**config.mk**
```make
export PLATFORM = sky130hd
export DESIGN_NAME = stopwatch_ctrl
export DESIGN_NICKNAME = d
export VERILOG_FILES = /design/src/rtl/stopwatch_ctrl.sv
export SDC_FILE = /design/constraint.sdc
export NUM_CORES = 1
export LEC_CHECK = 0
export CORE_MARGIN = 5
export CORE_UTILIZATION = 40
export CTS_CLUSTER_DIAMETER = 200
export CTS_CLUSTER_SIZE = 25
export DETAILED_ROUTE_END_ITERATION = 12
export PLACE_DENSITY = 0.67
export SLEW_MARGIN = 20
export SYNTH_ARGS = -nofsm -noshare
export SYNTH_HDL_FRONTEND = slang
export SYNTH_SLANG_ARGS = --single-unit
```
**constraint.sdc**
```tcl
create_clock -name clk_i -period 2.32 [get_ports clk_i]
set_clock_uncertainty 0.05 [all_clocks]
set_input_delay 0.232 -clock clk_i [delete_from_list [all_inputs] [get_ports clk_i]]
set_output_delay 0.232 -clock clk_i [all_outputs]
set_load 0.02 [all_outputs]
```
**src/rtl/stopwatch_ctrl.sv**
```systemverilog
`default_nettype none
// ============================================================================
// Module   : stopwatch_ctrl
// Summary  : Turns start/stop and lap/reset button levels into stopwatch
//            tick-enable and clear pulses, with a lap (split-time) freeze.
// Revision : 1.0
// ============================================================================
module stopwatch_ctrl #(
  parameter int TICK_DIV = 4,
  parameter int WIDTH    = 8
) (
  input  logic             clk_i,
  input  logic             reset_i,
  input  logic             start_stop_i,
  input  logic             lap_reset_i,
  input  logic [WIDTH-1:0] time_i,
  output logic             count_o,
  output logic             clear_o,
  output logic [WIDTH-1:0] display_o,
  output logic             lap_o,
  output logic [1:0]       state_o
);

  localparam int                 PRESC_W    = (TICK_DIV > 1) ? $clog2(TICK_DIV) : 1;
  localparam logic [PRESC_W-1:0] PRESC_LAST = PRESC_W'(TICK_DIV - 1);

  typedef enum logic [1:0] {
    IDLE = 2'b00,
    RUN  = 2'b01,
    LAP  = 2'b10,
    STOP = 2'b11
  } state_t;

  state_t             state;
  logic [PRESC_W-1:0] presc;
  logic [WIDTH-1:0]   lap_q;
  logic               ss_q;
  logic               lr_q;
  logic               ss_ev;
  logic               lr_ev;
  logic               counting;

  // Start/stop wins a same-cycle collision, so lap/reset is masked here.
  assign ss_ev    = start_stop_i & ~ss_q;
  assign lr_ev    = lap_reset_i & ~lr_q & ~ss_ev;
  assign counting = (state == RUN) || (state == LAP);

  always_ff @(posedge clk_i or posedge reset_i) begin
    if (reset_i) begin
      state   <= IDLE;
      presc   <= '0;
      lap_q   <= '0;
      ss_q    <= 1'b1;
      lr_q    <= 1'b1;
      clear_o <= 1'b0;
    end else begin
      ss_q    <= start_stop_i;
      lr_q    <= lap_reset_i;
      clear_o <= 1'b0;
      case (state)
        IDLE: begin
          presc <= '0;
          if (ss_ev) begin
            state <= RUN;
          end else if (lr_ev) begin
            clear_o <= 1'b1;
          end
        end
        RUN: begin
          presc <= (presc == PRESC_LAST) ? '0 : presc + 1'b1;
          if (ss_ev) begin
            state <= STOP;
          end else if (lr_ev) begin
            lap_q <= time_i;
            state <= LAP;
          end
        end
        LAP: begin
          presc <= (presc == PRESC_LAST) ? '0 : presc + 1'b1;
          if (ss_ev) begin
            state <= STOP;
          end else if (lr_ev) begin
            state <= RUN;
          end
        end
        STOP: begin
          // presc holds so a resumed run keeps the partial-tick phase.
          if (ss_ev) begin
            state <= RUN;
          end else if (lr_ev) begin
            clear_o <= 1'b1;
            state   <= IDLE;
          end
        end
        default: state <= IDLE;
      endcase
    end
  end

  assign count_o   = counting && (presc == PRESC_LAST);
  assign display_o = (state == LAP) ? lap_q : time_i;
  assign lap_o     = (state == LAP);
  assign state_o   = state;

endmodule
`default_nettype wire

```
==> results.cfg <==
[global_routing]
grt_usage = 0.110
grt_max_degree = 16
grt_overflow = 0
grt_pass1_wl_um = 2830
antenna_found_initial = 0
grt_pass1_vias = 658

[detailed_routing]
routedWlPerCell_um = 13.4
drtIter0Drc = 5
antenna_left = 0
viasPerCell = 4.89
wirelength_um = 1620
vias = 592
drcViolationCount = 0
drtPass1Iterations = 3

[yosys]
synthesis.nets = 83
syn-instance-count = 64
syn-cell-area_um2 = 841
synth_seq_area_share = 0.449
yosys.area.top_type = dfrtp_1
yosys_register_bits = 15
yosysUniqueCellTypes = 23
synth_top_area_frac = 0.387
synth_area_per_cell_um2 = 13.1
synth.area.top_cells = dfrtp_1, mux2_2, ha_1
yosysWarningCount = 0

[sta]
tightestPinTransition_ns = 0.585
fmax_mhz = 449
hold_violations = 0
tns_ns = 0
setup_viol = 0
slew_viol_final = 0
fin_hold_ws_ns = 0.260
finalCriticalPeriod_ns = 2.23
post-route-period-util = 0.960
rsz0062_at_grt = no
slew_headroom = 0.609

[floorplanning]
die_y_um = 55.8
boundaryPins = 25
initial_utilization = 0.424
core_um2 = 1980
row_count = 16
die_area_um2 = 3120
fp.dieW_um = 55.8

[worst_setup_path]
worstSetupPathType = reg -> out
critPathArrivalTime_ns = 1.95
path_cells = inv_1 -> ha_4 -> mux2_2 -> clkdlybuf4s50_1
slowest_stage = clkdlybuf4s50_1
cp.required_ns = 2.04
path_max_fanout = 9
critPathCaptureType = output port
max_stage_delay_ns = 0.54
start_kind = register

[clock_network]
postCtsSetupBuffers = 0
cts_tree = done
cts_hold_buf = 0
clockBufferDepth = 2
cts.clk_slew.worst_paths_ns = 0.09
clock-sinks = 15
insertion_delay_ns = 0.27
numCtsBuffers = 3
cts-root-buf = clkbuf_4
h-tree-depth = 1

[power]
power_density_nw_per_um2 = 1180
leakagePower_nw = 0.523
ir_worst_vdd_uv = 567

[finish]
final_core_util = 0.590
nNetsFinal = 114
final_cell_mix = clkdlybuf4s50_1, mux2_2, dfrtp_1
final_layout_size_suffix_gt1_frac = 0.340
multi_input_area_um2 = 453
fillers = 171
antenna_cells = 0
seq_area_um2 = 378
final_common_cell = clkdlybuf4s50_1
synthToLayoutAreaGrowth_pct = 39.1

[run]
maxCapViolations = 0

[placed_design]
hpwl_um = 1270
port-buffer-count = 24
globalplace.congestion = 0.825

[hold_path]
min_path_type = in -> async

[run_status]
status = completed
report_power, final:
part           internal (W)  switching (W)  leakage (nW)
registers          0.000372      0.0000565         0.180
clock network     0.0000666      0.0000822        0.0150
logic              0.000423       0.000384         0.329
critical path, delay by kind of cell, from the launching register on:
kind / cells / cell delay (ns)
buffers and inverters: 2 / 0.69
DFF: 1 / 0.38
muxes: 1 / 0.35
adders and majority gates: 1 / 0.24
registers in the layout (all words and copies together) (netlist names):
| register | cells |
|---|---|
| ss_q | 1 |
| presc | 2 |
| lap_q | 8 |
| lr_q | 1 |
| state_o | 2 |
| clear_o | 1 |
per-layer routing:
| metal | vias to the layer above | global-route usage | share of wire |
|---|---|---|---|
| met2 | 19 | 0.179 | 0.48 |
| met1 | 286 | 0.143 | 0.45 |
| li1 | 287 | - | - |
| met5 | - | 0 | 0 |
| met4 | 0 | 0.0305 | 0 |
| met3 | 0 | 0.0302 | 0.062 |
worst paths after layout:
path                                              from                endpoint  slack [ns]  cells after the start
worst min register to register    lap_q[7]$_DFFE_PP0P_    lap_q[7]$_DFFE_PP0P_        0.46                      1
worst max register to register  state_o[1]$_DFFE_PP0P_  state_o[1]$_DFFE_PP0P_        0.55                      6
worst min-delay path                           reset_i    lap_q[0]$_DFFE_PP0P_        0.26                      2
max in group asynchronous                      reset_i  state_o[1]$_DFFE_PP0P_        1.58                      2
worst max-delay path            state_o[0]$_DFFE_PP0P_            display_o[3]        0.09                      4
min in group clk_i                         lap_reset_i          lr_q$_DFF_PP1_        0.36                      1
metrics by stage:
step                      setup WS (ns)  instance area [um^2]  total power [W]  std cells
after floorplan                   0.415                   841         0.000956         64
after global placement            0.223                  1130          0.00121        117
after detailed placement          0.221                  1130          0.00123        117
after CTS                       0.00122                  1150          0.00139        121
after global routing            0.00344                  1170          0.00148        121
final                            0.0921                  1170          0.00138        121
cell usage after synthesis (all sizes together):
| library cell | instances |
|---|---|
| a211oi | 1 |
| a21o | 1 |
| and2 | 1 |
| and2b | 1 |
| buf | 1 |
| dfrtp | 13 |
| dfstp | 2 |
| ha | 7 |
| inv | 3 |
| mux2 | 16 |
| nand2 | 3 |
| nand2b | 1 |
| nand3 | 1 |
| nor2 | 2 |
| nor2b | 1 |
| nor3 | 1 |
| nor3b | 1 |
| nor4 | 2 |
| nor4b | 1 |
| o21a | 1 |
| o21ai | 3 |
| o311ai | 1 |
cell type report:
cell class,count,share of cell area
Timing Repair Buffer,27,0.229
Inverter,3,0.00963
Sequential cell,15,0.323
Multi-Input combinational cell,45,0.387
Tap cell,27,0.0289
Clock buffer,4,0.0225
cell families (layout without fill, tap and decap cells):
| logic type | count (synthesis) | after routing | synth area share |
|---|---|---|---|
| simple gates | 15 | 15 | 0.143 |
| mux | 16 | 16 | 0.214 |
| fa+ha+maj | 7 | 7 | 0.104 |
| flops | 15 | 15 | 0.449 |
| buf+inv | 4 | 34 | 0.0268 |
| compound gates | 7 | 7 | 0.0625 |
timing repair:
item / in CTS / in global routing
endpoints found under the setup margin: 9 / 9
gates cloned: 0 / 0
gates resized for setup: 1 / 3
Power figures use the tool's default switching activity.
